<file path="config.mk">
export PLATFORM = sky130hd
export DESIGN_NAME = alarm_set_ctrl_flat
export DESIGN_NICKNAME = d
export VERILOG_FILES = /design/src/rtl/alarm_set_ctrl_if.sv /design/src/rtl/alarm_set_ctrl.sv /design/src/flat_wrapper.sv
export SDC_FILE = /design/constraint.sdc
export NUM_CORES = 1
export LEC_CHECK = 0
export ABC_AREA = 1
export BUFFER_PORTS_ARGS = -buffer_cell sky130_fd_sc_hd__buf_4
export CAP_MARGIN = 20
export CORE_MARGIN = 5
export CORE_UTILIZATION = 30
export CTS_CLUSTER_SIZE = 14
export DETAILED_ROUTE_END_ITERATION = 8
export GPL_ROUTABILITY_DRIVEN = 0
export PLACE_DENSITY = 0.55
export SLEW_MARGIN = 20
export SYNTH_ARGS = -nofsm -noshare
export SYNTH_HDL_FRONTEND = slang
export SYNTH_SLANG_ARGS = --single-unit
</file>
<file path="constraint.sdc">
create_clock -name clk -period 2 [get_ports clk]
set_input_delay 0.4 -clock clk [delete_from_list [all_inputs] [get_ports clk]]
set_output_delay 0.4 -clock clk [all_outputs]
set_load 0.005 [all_outputs]
</file>
<file path="src/rtl/alarm_set_ctrl_if.sv">
`default_nettype none
// ============================================================================
//  Module   : alarm_set_ctrl_if
//  Purpose  : Button-side and setter-side signal bundle for alarm_set_ctrl.
//             The master drives the synchronized buttons and TICK, and the
//             slave (the sequencer) returns the field select, the increment
//             strobe and the editing flag.
//  Revision : 1.0 - initial release
// ============================================================================
interface alarm_set_ctrl_if;
  logic       tick;
  logic       mode_btn;
  logic       inc_btn;
  logic [1:0] order;
  logic       increment;
  logic       editing;

  modport master (
    output tick,
    output mode_btn,
    output inc_btn,
    input  order,
    input  increment,
    input  editing
  );

  modport slave (
    input  tick,
    input  mode_btn,
    input  inc_btn,
    output order,
    output increment,
    output editing
  );
endinterface
`default_nettype wire

</file>
<file path="src/rtl/alarm_set_ctrl.sv">
`default_nettype none
// ============================================================================
//  Module   : alarm_set_ctrl
//  Purpose  : Front-panel sequencer for the alarm-time setter. MODE steps
//             through seconds/minutes/hours, INC issues one increment per
//             press with auto-repeat while held, and editing is abandoned
//             after a period of inactivity.
//  Revision : 1.0 - initial release
// ============================================================================
module alarm_set_ctrl #(
  parameter int REPEAT_DELAY  = 4,
  parameter int REPEAT_PERIOD = 2,
  parameter int TIMEOUT       = 10
) (
  input  wire              clk,
  input  wire              RESET,
  alarm_set_ctrl_if.slave  bus
);

  localparam logic [7:0] c_delay   = 8'(REPEAT_DELAY);
  localparam logic [7:0] c_period  = 8'(REPEAT_PERIOD);
  localparam logic [7:0] c_timeout = 8'(TIMEOUT);

  localparam logic [1:0] c_ord_sec  = 2'b00;
  localparam logic [1:0] c_ord_min  = 2'b01;
  localparam logic [1:0] c_ord_hour = 2'b10;
  localparam logic [1:0] c_ord_none = 2'b11;

  typedef enum logic [1:0] {
    S_IDLE     = 2'd0,
    S_SET_SEC  = 2'd1,
    S_SET_MIN  = 2'd2,
    S_SET_HOUR = 2'd3
  } state_t;

  state_t     r_state;
  logic       r_mode_q;
  logic       r_inc_q;
  logic [7:0] r_rpt_cnt;
  logic       r_rpt_first;
  logic [7:0] r_idle_cnt;

  logic       w_mode_press;
  logic       w_inc_press;
  logic [7:0] w_rpt_inc;
  logic [7:0] w_idle_inc;
  logic       w_rpt_hit;
  logic       w_timeout;

  // Rising-edge detection against last cycle's button levels, plus the
  // next-count values and match conditions for the two timers.
  assign w_mode_press = bus.mode_btn & ~r_mode_q;
  assign w_inc_press  = bus.inc_btn  & ~r_inc_q;
  assign w_rpt_inc    = r_rpt_cnt  + 8'd1;
  assign w_idle_inc   = r_idle_cnt + 8'd1;
  // The first repeat waits the longer delay; later ones use the period.
  assign w_rpt_hit    = r_rpt_first ? (w_rpt_inc == c_period)
                                    : (w_rpt_inc == c_delay);
  assign w_timeout    = (r_state != S_IDLE) & ~bus.inc_btn & bus.tick &
                        (w_idle_inc == c_timeout);

  // Sequencer: field state, registered outputs, repeat and inactivity timers.
  always_ff @(posedge clk) begin
    if (!RESET) begin
      r_state       <= S_IDLE;
      r_mode_q      <= 1'b0;
      r_inc_q       <= 1'b0;
      r_rpt_cnt     <= 8'd0;
      r_rpt_first   <= 1'b0;
      r_idle_cnt    <= 8'd0;
      bus.order     <= c_ord_none;
      bus.increment <= 1'b0;
      bus.editing   <= 1'b0;
    end else begin
      r_mode_q      <= bus.mode_btn;
      r_inc_q       <= bus.inc_btn;
      bus.increment <= 1'b0;

      if (r_state == S_IDLE) begin
        // INC is ignored here; only MODE opens an editing session.
        r_rpt_cnt   <= 8'd0;
        r_rpt_first <= 1'b0;
        r_idle_cnt  <= 8'd0;
        if (w_mode_press) begin
          r_state     <= S_SET_SEC;
          bus.order   <= c_ord_sec;
          bus.editing <= 1'b1;
        end
      end else if (w_mode_press) begin
        // MODE outranks INC, repeat pulses and timeout; no strobe this cycle
        // so ORDER never moves together with INCREMENT.
        r_rpt_cnt   <= 8'd0;
        r_rpt_first <= 1'b0;
        r_idle_cnt  <= 8'd0;
        case (r_state)
          S_SET_SEC: begin
            r_state   <= S_SET_MIN;
            bus.order <= c_ord_min;
          end
          S_SET_MIN: begin
            r_state   <= S_SET_HOUR;
            bus.order <= c_ord_hour;
          end
          default: begin
            r_state     <= S_IDLE;
            bus.order   <= c_ord_none;
            bus.editing <= 1'b0;
          end
        endcase
      end else if (w_timeout) begin
        r_state     <= S_IDLE;
        bus.order   <= c_ord_none;
        bus.editing <= 1'b0;
        r_rpt_cnt   <= 8'd0;
        r_rpt_first <= 1'b0;
        r_idle_cnt  <= 8'd0;
      end else begin
        // Inactivity counts only TICKs with INC released.
        if (bus.inc_btn) begin
          r_idle_cnt <= 8'd0;
        end else if (bus.tick) begin
          r_idle_cnt <= w_idle_inc;
        end

        if (w_inc_press) begin
          bus.increment <= 1'b1;
          r_rpt_cnt     <= 8'd0;
          r_rpt_first   <= 1'b0;
        end else if (!bus.inc_btn) begin
          r_rpt_cnt   <= 8'd0;
          r_rpt_first <= 1'b0;
        end else if (bus.tick) begin
          if (w_rpt_hit) begin
            bus.increment <= 1'b1;
            r_rpt_cnt     <= 8'd0;
            r_rpt_first   <= 1'b1;
          end else begin
            r_rpt_cnt <= w_rpt_inc;
          end
        end
      end
    end
  end

endmodule
`default_nettype wire
</file>
<file path="src/flat_wrapper.sv">
// flat-port wrapper written by rule: the top's interface ports become plain ports
module alarm_set_ctrl_flat 
#(
  parameter int REPEAT_DELAY  = 4,
  parameter int REPEAT_PERIOD = 2,
  parameter int TIMEOUT       = 10
)
  (clk, RESET, bus_tick, bus_mode_btn, bus_inc_btn, bus_order, bus_increment, bus_editing);
  alarm_set_ctrl_if bus_i ();
  input  wire clk;
  input  wire RESET;
  input wire logic [$bits(bus_i.tick)-1:0] bus_tick;
  input wire logic [$bits(bus_i.mode_btn)-1:0] bus_mode_btn;
  input wire logic [$bits(bus_i.inc_btn)-1:0] bus_inc_btn;
  output wire logic [$bits(bus_i.order)-1:0] bus_order;
  output wire logic [$bits(bus_i.increment)-1:0] bus_increment;
  output wire logic [$bits(bus_i.editing)-1:0] bus_editing;
  assign bus_i.tick = bus_tick;
  assign bus_i.mode_btn = bus_mode_btn;
  assign bus_i.inc_btn = bus_inc_btn;
  assign bus_order = bus_i.order;
  assign bus_increment = bus_i.increment;
  assign bus_editing = bus_i.editing;
  alarm_set_ctrl #(.REPEAT_DELAY(REPEAT_DELAY), .REPEAT_PERIOD(REPEAT_PERIOD), .TIMEOUT(TIMEOUT)) u_core (.clk(clk), .RESET(RESET), .bus(bus_i));
endmodule
</file>
==> results of run 1 <==
==> worst min path at each step <==
stage                     slack (ns)                              end                 startpoint  depth (start not counted)
after floorplan                 0.40  u_core.bus.increment$_SDFF_PP0_  u_core.r_inc_q$_SDFF_PN0_                          1
after global placement          0.45  u_core.bus.increment$_SDFF_PP0_  u_core.r_inc_q$_SDFF_PN0_                          1
after detailed placement        0.44  u_core.bus.increment$_SDFF_PP0_  u_core.r_inc_q$_SDFF_PN0_                          1
after CTS                       0.32       u_core.r_mode_q$_SDFF_PN0_               bus_mode_btn                          3
after global routing            0.33       u_core.r_mode_q$_SDFF_PN0_               bus_mode_btn                          3
final                           0.32       u_core.r_mode_q$_SDFF_PN0_               bus_mode_btn                          3
==> tightest hold or removal path: stages <==
cell	delay, ns
buf_4	0.08
nand2_1	0.04
inv_1	0.04
==> layout make-up <==
type                            count  area [sq um]  area share
Timing Repair Buffer                9         67.56     0.04310
Clock buffer                        4         45.04     0.02873
Inverter                           32         120.1     0.07662
Multi-Input combinational cell    144         767.0      0.4892
Sequential cell                    25         500.5      0.3192
Tap cell                           54         67.56     0.04310
==> sequential cells by signal, summed over array words and instances (netlist names) <==
signal / flops
u_core.r_mode_q: 1
u_core.r_rpt_cnt: 8
u_core.r_inc_q: 1
u_core.r_state: 2
u_core.bus.order: 2
u_core.r_idle_cnt: 8
u_core.r_rpt_first: 1
u_core.bus.editing: 1
u_core.bus.increment: 1
==> power breakdown <==
group / leakage [nW] / internal (mW) / total [mW] / switching (mW)
Clock: 0.0228 / 0.142 / 0.297 / 0.155
Combinational: 0.452 / 0.0357 / 0.0872 / 0.0514
Sequential: 0.203 / 0.510 / 0.517 / 0.00738
Total: 0.678 / 0.688 / 0.901 / 0.214
==> kinds of logic (layout without fill, tap and decap cells) <==
family	count (synthesis)	count (layout)	synth area share
adder cells (fa/ha/maj)	6	6	0.05314
AND/OR/NAND/NOR	113	113	0.3791
buffers and inverters	37	45	0.1027
XOR/XNOR	5	5	0.03101
AO/OA/AOI/OAI	20	20	0.07972
flip-flops	25	25	0.3543
==> cells in the mapped netlist (all sizes together) <==
library cell,count,area [sq um]
a211oi,5,37.54
a21oi,6,30.03
buf,3,17.52
clkbuf,2,7.510
clkinv,2,7.510
dfxtp,25,500.5
ha,6,75.07
inv,30,112.6
nand2,55,224.0
nand3,19,100.1
nand4,8,65.06
nor2,30,140.1
o21ai,9,45.04
or2,1,6.260
xnor2,3,26.28
xor2,2,17.52
==> routing by layer <==
| metal | GRT usage | up-vias | share of wire | wire length, um |
|---|---|---|---|---|
| met5 | 0 | - | 0 | 0 |
| met4 | 0.03671 | 0 | 0.013 | 34 |
| met3 | 0.01491 | 2 | 0.0098 | 25 |
| met2 | 0.1647 | 3 | 0.47 | 1208 |
| met1 | 0.1074 | 511 | 0.51 | 1295 |
| li1 | - | 669 | - | - |
==> summary.md, run 1 <==
| Metric | Value |
|---|---|
| Worst Skew | `0.004470 ns` |
| Worst r2r dst | `u_core.r_state[0]$_SDFFE_PN0P_` |
| Initial cell density of the core | `0.3031` |
| Total Routing Usage GR | `0.09169` |
| Total wire length | `2.564 mm` |
| GR Overflow Total | `0` |
| Worst Setup End Kind | `flop` |
| Residual DRC | `0` |
| CP Buf/Inv Count | `1` |
| Synth Register Bits | `25` |
| Levels on crit path | `12` |
| CP startpoint | `u_core.r_state[0]$_SDFFE_PN0P_` |
| Chip width | `78.62 um` |
| Initial DRC Count | `31` |
| Static Leakage | `0.6777 nW` |
| Slew Viols, Final | `0` |
| Post_cts resized | `0` |
| Worst hold slack | `0.3201 ns` |
| # diodes | `0` |
| Cell variety after synth | `25` |
| H-tree depth | `1` |
| Most common cell after layout, fill and taps aside | `nand2_1` |
| Peak Freq | `0.5686 GHz` |
| Rows | `25` |
| # Post-CTS Setup Buffers | `0` |
| HP Class | `in2reg` |
| Worst Path Class, Setup | `reg2reg` |
| Worst Reg2Reg Path Length in Cells | `12` |
| I/O pin count | `9` |
| Core ar. | `4661 sq um` |
| Pwr Density | `574.8 nW/um^2` |
| # fillers | `516` |
| Antenna violations before repair | `0` |
| CP Capture Point | `u_core.r_state[0]$_SDFFE_PN0P_` |
| Worst-Skew Late Latency | `0.26 ns` |
| Design area | `1568 sq um` |
| Final HPWL DP | `1.953 mm` |
| Critical Path, Cell by Cell | `inv_1, ha_1, nor2_1, nand2_1, nor2_1, nand3_1, nor2_4, nand2_4, nand2_2, nand2_1, nand2_1, nor2_1` |
| Drt pass-1 iters | `4` |
| Final antenna-violating net count | `0` |
| Worst r2r src | `u_core.r_state[0]$_SDFFE_PN0P_` |
| Seq/Total Area, Yosys | `0.3543` |
| Setup TNS | `0 ns` |
| Min Tclk post-route | `1.759 ns` |
| CP Max Fanout | `5` |
| Nets | `226` |
| Hold-fix buffers at CTS | `0` |
| Die area | `6181 sq um` |
| Rel. slew slack | `0.7010` |
| Outcome | `finished clean` |
| Clk pin slew, worst setup/hold paths | `0.09 ns` |
| Tot Pwr | `0.9012 mW` |
| Reg2reg setup slack | `0.24 ns` |
| Synth Instances | `206` |
| Wire length per cell | `9.567 um` |
| Maximum clock path buffer count | `2` |
| Crit-path slowest cell | `dfxtp_1` |
| Crit path required time | `2.17 ns` |
| Vias | `1185` |
| MaxCap Viol Count | `0` |
| Largest net degree at the start of global routing | `19` |
| Synth warn | `0` |
| Syn avg cell area | `6.857 sq um` |
| Worst slack, placed | `0.2301 ns` |
| CP max stage delay | `0.36 ns` |
| Setup WS post-layout | `0.2412 ns` |
| First-pass GRT wire length | `4.629 mm` |
| CTS root buffer | `clkbuf_8` |
| CTS tree | `done` |
| Most frequent cells in the layout | `nand2_1 (50), inv_1 (29), nor2_1 (25), dfxtp_1 (25), nand3_1 (18)` |
| Die H | `78.62 um` |
| Final cell count without fillers | `268` |
| Layout cell share with drive strength beyond 1 | `0.1168` |
| Final Util | `0.3364` |
| Placed Area | `1523 sq um` |
| Number of global-route vias before repair | `1103` |
| Startpoint types | `flop` |
| VDD IR max | `0.2910 mV` |
| Vias/cell | `4.422` |
| Worst Tran Pin Value | `0.4458 ns` |
| CTS Buf Count | `3` |
| Synth Cell Area | `1413 sq um` |
| Final Hold Vio Count | `0` |
| Area growth, synth to finish | `10.98%` |
| Clock Sinks | `25` |
| Syn Nets | `217` |
| RSZ-0062 raised after global routing | `false` |
| Worst Path Arrival | `1.93 ns` |
| Number of setup violations in the final report | `0` |
| Cell family with most CP delay | `simple AND/OR/NAND/NOR gates` |
| Final period utilization | `0.8794` |
| Cells after DPL | `264` |
| Port buffer count | `8` |
(Power assumes the default switching activity.)
==> run 2, diff against run 1 <==
--- a/config.mk
+++ b/config.mk
@@ -14,5 +14,5 @@
 export DETAILED_ROUTE_END_ITERATION = 8
 export GPL_ROUTABILITY_DRIVEN = 0
-export PLACE_DENSITY = 0.55
+export PLACE_DENSITY = 0.42
 export SLEW_MARGIN = 20
 export SYNTH_ARGS = -nofsm -noshare
==> constraint.sdc (replaced) <==
create_clock -name clk -period 2 [get_ports clk]
set_input_delay 0.1 -clock clk [delete_from_list [all_inputs] [get_ports clk]]
set_output_delay 0.1 -clock clk [all_outputs]
set_load 0.005 [all_outputs]
==> run 2 against run 1 <==
  * Die area unchanged
  * Sequential power about the same
  * Setup slack got worse by 0.033 ns
  * Total power grew 0.56%
  * Global-route usage up 1.1 points
  * Clock power about the same
  * Highest routed layer unchanged
==> summary.md, run 2 (synthesis results as in run 1) <==
| Metric | Value |
|---|---|
| Number of global-route vias before repair | `1177 (was 1103)` |
| Worst Reg2Reg Path Length in Cells | `12 (unchanged)` |
| Total Routing Usage GR | `0.1029 (was 0.09169)` |
| First-pass GRT wire length | `5.106 mm (was 4.629 mm)` |
| Core ar. | `4661 sq um (unchanged)` |
| Startpoint types | `flop (unchanged)` |
| Total wire length | `2.874 mm (was 2.564 mm)` |
| Static Leakage | `0.6750 nW (was 0.6777 nW)` |
| Vias/cell | `4.625 (was 4.422)` |
| Drt pass-1 iters | `4 (unchanged)` |
| Number of setup violations in the final report | `0 (unchanged)` |
| Worst-Skew Late Latency | `0.26 ns (about the same)` |
| Antenna violations before repair | `0 (unchanged)` |
| Outcome | `finished clean (unchanged)` |
| Final period utilization | `0.8958 (was 0.8794)` |
| GR Overflow Total | `0 (unchanged)` |
| HP Class | `in2reg (unchanged)` |
| H-tree depth | `1 (unchanged)` |
| Rel. slew slack | `0.6528 (was 0.7010)` |
| # Post-CTS Setup Buffers | `0 (unchanged)` |
| Worst Skew | `0.003470 ns (was 0.004470 ns)` |
| Rows | `25 (unchanged)` |
| Initial cell density of the core | `0.3031 (unchanged)` |
| Residual DRC | `0 (unchanged)` |
| Worst Tran Pin Value | `0.5176 ns (was 0.4458 ns)` |
| Chip width | `78.62 um (unchanged)` |
| Wire length per cell | `10.76 um (was 9.567 um)` |
| Pwr Density | `580.4 nW/um^2 (was 574.8 nW/um^2)` |
| Largest net degree at the start of global routing | `19 (unchanged)` |
| Hold-fix buffers at CTS | `0 (unchanged)` |
| Final HPWL DP | `2.177 mm (was 1.953 mm)` |
| RSZ-0062 raised after global routing | `false (unchanged)` |
| VDD IR max | `0.2947 mV (was 0.2910 mV)` |
| Worst Path Class, Setup | `reg2reg (unchanged)` |
| Die H | `78.62 um (unchanged)` |
| Worst Setup End Kind | `flop (unchanged)` |
| Peak Freq | `0.5581 GHz (was 0.5686 GHz)` |
| # fillers | `490 (was 516)` |
| Worst Path Arrival | `1.96 ns (was 1.93 ns)` |
| Area growth, synth to finish | `10.54% (was 10.98%)` |
| Min Tclk post-route | `1.792 ns (was 1.759 ns)` |
| CTS root buffer | `clkbuf_8 (unchanged)` |
| I/O pin count | `9 (unchanged)` |
| Post_cts resized | `0 (unchanged)` |
| Regs by FF count | `u_core.r_idle_cnt x8, u_core.r_rpt_cnt x8 (unchanged)` |
| MaxCap Viol Count | `0 (unchanged)` |
| CTS Buf Count | `3 (unchanged)` |
| Nets | `225 (was 226)` |
| # diodes | `0 (unchanged)` |
| Die area | `6181 sq um (unchanged)` |
| Layout cell share with drive strength beyond 1 | `0.1174 (was 0.1168)` |
| Worst hold stages | `3 (unchanged)` |
| Most frequent cells in the layout | `nand2_1 (50), inv_1 (29), nor2_1 (25), dfxtp_1 (25), nand3_1 (18) (unchanged)` |
| Maximum clock path buffer count | `2 (unchanged)` |
| Initial DRC Count | `73 (was 31)` |
| CP Max Fanout | `5 (unchanged)` |
| CTS tree | `done (unchanged)` |
| Setup TNS | `0 ns (unchanged)` |
| Slew Viols, Final | `0 (unchanged)` |
| Most common cell after layout, fill and taps aside | `nand2_1 (unchanged)` |
| Tot Pwr | `0.9063 mW (was 0.9012 mW)` |
| Vias | `1235 (was 1185)` |
| Clk pin slew, worst setup/hold paths | `0.09 ns (about the same)` |
| Final Hold Vio Count | `0 (unchanged)` |
| Clock Sinks | `25 (unchanged)` |
| Port buffer count | `8 (unchanged)` |
| Final antenna-violating net count | `0 (unchanged)` |
| Crit path required time | `2.17 ns (about the same)` |
==> run 2: path summary, 6_finish.rpt <==
path / startpoint / slack (ns) / endpoint
worst max-delay path: u_core.r_state[0]$_SDFFE_PN0P_ / 0.21 / u_core.r_state[0]$_SDFFE_PN0P_
worst min-delay path: bus_mode_btn / 0.02 / u_core.r_mode_q$_SDFF_PN0_
worst max register to register: u_core.r_state[0]$_SDFFE_PN0P_ / 0.21 / u_core.r_state[0]$_SDFFE_PN0P_
worst min register to register: u_core.r_inc_q$_SDFF_PN0_ / 0.44 / u_core.bus.increment$_SDFF_PP0_
==> run 2: per-layer routing <==
| metal | share of wire | vias to the layer above | track usage |
|---|---|---|---|
| met4 | 0.0063 | 0 | 0.03147 |
| met5 | 0 | - | 0 |
| met1 | 0.49 | 561 | 0.1265 |
| li1 | - | 662 | - |
| met3 | 0.034 | 2 | 0.02638 |
| met2 | 0.47 | 10 | 0.1749 |
==> run 2: final cells by class <==
type / instances / area, sq um / area share
multi-input combinational: 144 / 767.0 / 0.4912
sequential: 25 / 500.5 / 0.3205
inverter: 32 / 120.1 / 0.07692
tap: 54 / 67.56 / 0.04327
timing repair buffer: 8 / 60.06 / 0.03846
clock buffer: 3 / 41.29 / 0.02644
clock inverter: 1 / 5.005 / 0.003205
==> run 2: critical path, cell delays in order, from the launching register on <==
cell and delay [ns]:
dfxtp_1 0.36, inv_1 0.08, ha_1 0.23, nor2_1 0.24, nand2_1 0.09, nor2_1 0.09, nand3_1 0.12, nor2_4 0.13
nand2_4 0.09, nand2_2 0.09, nand2_1 0.08, nand2_1 0.06, nor2_1 0.03
==> run 2: where the power goes <==
part / internal [mW] / switching (mW) / total, mW / leakage, nW
clock: 0.139 / 0.160 / 0.299 / 0.0255
sequential: 0.510 / 0.00836 / 0.518 / 0.203
combinational: 0.0355 / 0.0537 / 0.0892 / 0.446
total: 0.684 / 0.222 / 0.906 / 0.675
==> run 2: stage by stage <==
stage / setup slack, ns / cell area [sq um] / utilization / cells / hold slack (ns)
after floorplan: 0.3952 / 1413 / - / 206 / 0.1935
after global placement: 0.2874 / 1515 / 0.3251 / 263 / 0.2891
after detailed placement: 0.2201 / 1515 / 0.3251 / 263 / 0.2918
after CTS: 0.2058 / 1562 / 0.3350 / 267 / 0.007371
after global routing: 0.001312 / 1562 / 0.3350 / 267 / 0.03066
final: 0.2083 / 1562 / 0.3350 / 267 / 0.01748
==> run 3, diff against run 2 <==
- BUFFER_PORTS_ARGS: -buffer_cell sky130_fd_sc_hd__buf_4 -> default
- CTS_BUF_LIST: default -> sky130_fd_sc_hd__clkbuf_8
- DONT_BUFFER_PORTS: default -> 1
- PLACE_DENSITY: 0.42 -> 0.41
==> run 3 against run 2 <==
  * Critical path depth unchanged
  * Via count increased by 0.65%
  * Largest power group unchanged
  * Clock skew increased by 0.0074 ns
  * Clock-buffer cell count unchanged
  * Largest cell class unchanged
  * Hold slack got worse by 0.0037 ns
  * Non-clock buffer count decreased by 4
==> summary.md, run 3 (synthesis results as in run 1) <==
| Metric | Value |
|---|---|
| Antenna violations before repair | `0 (unchanged)` |
| Pwr Density | `593.9 nW/um^2 (was 580.4 nW/um^2)` |
| Rows | `25 (unchanged)` |
| First-pass GRT wire length | `5.223 mm (was 5.106 mm)` |
| Worst Setup End Kind | `flop (unchanged)` |
| Total wire length | `3.071 mm (was 2.874 mm)` |
| Core ar. | `4661 sq um (unchanged)` |
| HP Class | `in2reg (unchanged)` |
| Wire length per cell | `11.68 um (was 10.76 um)` |
| RSZ-0062 raised after global routing | `false (unchanged)` |
| Reg2reg setup slack | `0.21 ns (about the same)` |
| Worst Reg2Reg Path Length in Cells | `12 (unchanged)` |
| GR Overflow Total | `0 (unchanged)` |
| Clock Sinks | `25 (unchanged)` |
| Vias/cell | `4.726 (was 4.625)` |
| Sw frac | `0.2575 (was 0.2448)` |
| Die H | `78.62 um (unchanged)` |
| Startpoint types | `flop (unchanged)` |
| I/O pin count | `9 (unchanged)` |
| Worst hold stages | `2 (was 3)` |
| Number of global-route vias before repair | `1178 (was 1177)` |
| Slew Viols, Final | `0 (unchanged)` |
| Initial cell density of the core | `0.3031 (unchanged)` |
| MaxCap Viol Count | `0 (unchanged)` |
| Total Routing Usage GR | `0.1058 (was 0.1029)` |
| CP max stage delay | `0.37 ns (was 0.36 ns)` |
| Largest net degree at the start of global routing | `19 (unchanged)` |
| Crit path required time | `2.18 ns (was 2.17 ns)` |
| Worst hold slack | `0.01373 ns (was 0.01748 ns)` |
| Area growth, synth to finish | `9.300% (was 10.54%)` |
| Final Hold Vio Count | `0 (unchanged)` |
| H-tree depth | `1 (unchanged)` |
| Worst Path Arrival | `1.97 ns (was 1.96 ns)` |
| CP Buf/Inv Count | `1 (unchanged)` |
| CTS root buffer | `clkbuf_8 (unchanged)` |
| Die area | `6181 sq um (unchanged)` |
| Layout cell share with drive strength beyond 1 | `0.08134 (was 0.1174)` |
| Min Tclk post-route | `1.787 ns (was 1.792 ns)` |
| Final HPWL DP | `2.193 mm (was 2.177 mm)` |
| Worst Tran Pin Value | `0.4852 ns (was 0.5176 ns)` |
| Clock power frac | `0.349 (was 0.330)` |
| Most common cell after layout, fill and taps aside | `nand2_1 (unchanged)` |
| Outcome | `finished clean (unchanged)` |
| Final period utilization | `0.8935 (was 0.8958)` |
| CTS tree | `done (unchanged)` |
| Rel. slew slack | `0.6745 (was 0.6528)` |
| Chip width | `78.62 um (unchanged)` |
| Peak Freq | `0.5596 GHz (was 0.5581 GHz)` |
| Initial DRC Count | `41 (was 73)` |
| VDD IR max | `0.2374 mV (was 0.2947 mV)` |
| Crit-path slowest cell | `dfxtp_1 (unchanged)` |
| Setup TNS | `0 ns (unchanged)` |
| Most frequent cells in the layout | `nand2_1 (50), inv_1 (29), nor2_1 (25), dfxtp_1 (25), nand3_1 (18) (unchanged)` |
| Worst-Skew Late Latency | `0.28 ns (was 0.26 ns)` |
| Maximum clock path buffer count | `2 (unchanged)` |
| Static Leakage | `0.6491 nW (was 0.6750 nW)` |
| Number of setup violations in the final report | `0 (unchanged)` |
| Residual DRC | `0 (unchanged)` |
| Cell family with most CP delay | `simple AND/OR/NAND/NOR gates (unchanged)` |
| CTS Buf Count | `3 (unchanged)` |
| Vias | `1243 (was 1235)` |
| Drt pass-1 iters | `5 (was 4)` |
| # diodes | `0 (unchanged)` |
| Worst slack, placed | `0.2211 ns (was 0.2201 ns)` |
| Comb power frac | `0.084 (was 0.098)` |
| Tot Pwr | `0.9170 mW (was 0.9063 mW)` |
| Port buffer count | `0 (was 8)` |
| Sw Pwr | `0.2361 mW (was 0.2219 mW)` |
| Regs by FF count | `u_core.r_idle_cnt x8, u_core.r_rpt_cnt x8 (unchanged)` |
| CP Max Fanout | `5 (unchanged)` |
| Nets | `221 (was 225)` |
| Critical Path, Cell by Cell | `inv_1, ha_1, nor2_1, nand2_1, nor2_1, nand3_1, nor2_4, nand2_4, nand2_2, nand2_1, nand2_1, nor2_1 (unchanged)` |
| Worst Path Class, Setup | `reg2reg (unchanged)` |
| # Post-CTS Setup Buffers | `0 (unchanged)` |
| Worst Skew | `0.01083 ns (was 0.003470 ns)` |
| Seq pwr share | `0.567 (was 0.572)` |
| Clk pin slew, worst setup/hold paths | `0.09 ns (about the same)` |
| Final antenna-violating net count | `0 (unchanged)` |
| Setup WS post-layout | `0.2130 ns (was 0.2083 ns)` |
| Pint | `0.6809 mW (was 0.6844 mW)` |
| Final Util | `0.3313 (was 0.3350)` |
| Levels on crit path | `12 (unchanged)` |
## run 3: cell types whose count changed in the layout (fill, tap and decap cells not counted), sizes merged
cell,previous run,this run
clkinvlp,0,1
buf,8,0
dlygate4sd3,0,4
clkinv,3,2
## run 3: worst reg2reg max path, stage by stage (launching register included)
cell	delay, ns
dfxtp_1	0.37
inv_1	0.08
ha_1	0.23
nor2_1	0.24
nand2_1	0.08
nor2_1	0.08
nand3_1	0.12
nor2_4	0.13
nand2_4	0.09
nand2_2	0.09
nand2_1	0.08
nand2_1	0.06
nor2_1	0.04
## run 3: through the flow
step | cell area [sq um] | instances
final | 1544 | 263
after global routing | 1544 | 263
after CTS | 1544 | 263
after detailed placement | 1455 | 255
after global placement | 1455 | 255
after floorplan | 1413 | 206
## run 3: metal layers
| layer | GRT usage | vias to the layer above | wire length (um) |
|---|---|---|---|
| li1 | - | 651 | - |
| met1 | 0.1344 | 566 | 1512 |
| met2 | 0.1698 | 17 | 1388 |
| met3 | 0.02294 | 9 | 91 |
| met4 | 0.04895 | 0 | 78 |
| met5 | 0 | - | 0 |
## run 3: power groups by stage
stage	Clock, mW	Combinational [mW]	Sequential, mW
floorplan	0	0.0622	0.529
global placement	0	0.0650	0.531
detailed placement	0	0.0664	0.532
CTS	0.340	0.0781	0.520
global route	0.364	0.0887	0.522
finish	0.320	0.0773	0.520
## run 3: worst paths after layout
kind / from / endpoint
min reg2reg: u_core.r_inc_q$_SDFF_PN0_ / u_core.bus.increment$_SDFF_PP0_
min: bus_tick / u_core.r_idle_cnt[3]$_SDFFE_PP0P_
max reg2reg: u_core.r_state[0]$_SDFFE_PN0P_ / u_core.r_state[0]$_SDFFE_PN0P_
max: u_core.r_state[0]$_SDFFE_PN0P_ / u_core.r_state[0]$_SDFFE_PN0P_
## run 3: what timing repair did
action / 4_1_cts / 5_1_grt
hold endpoints to repair: 14 / 0
hold buffers: 4 / 0
gates resized for setup: 0 / 0
## run 3: layout make-up
| type | instances | area [sq um] |
|---|---|---|
| fill | 521 | 3117 |
| multi-input combinational | 144 | 767.0 |
| sequential | 25 | 500.5 |
| inverter | 32 | 120.1 |
| tap | 54 | 67.56 |
| clock buffer | 3 | 41.29 |
| timing repair buffer | 4 | 40.04 |
| clock inverter | 1 | 7.507 |
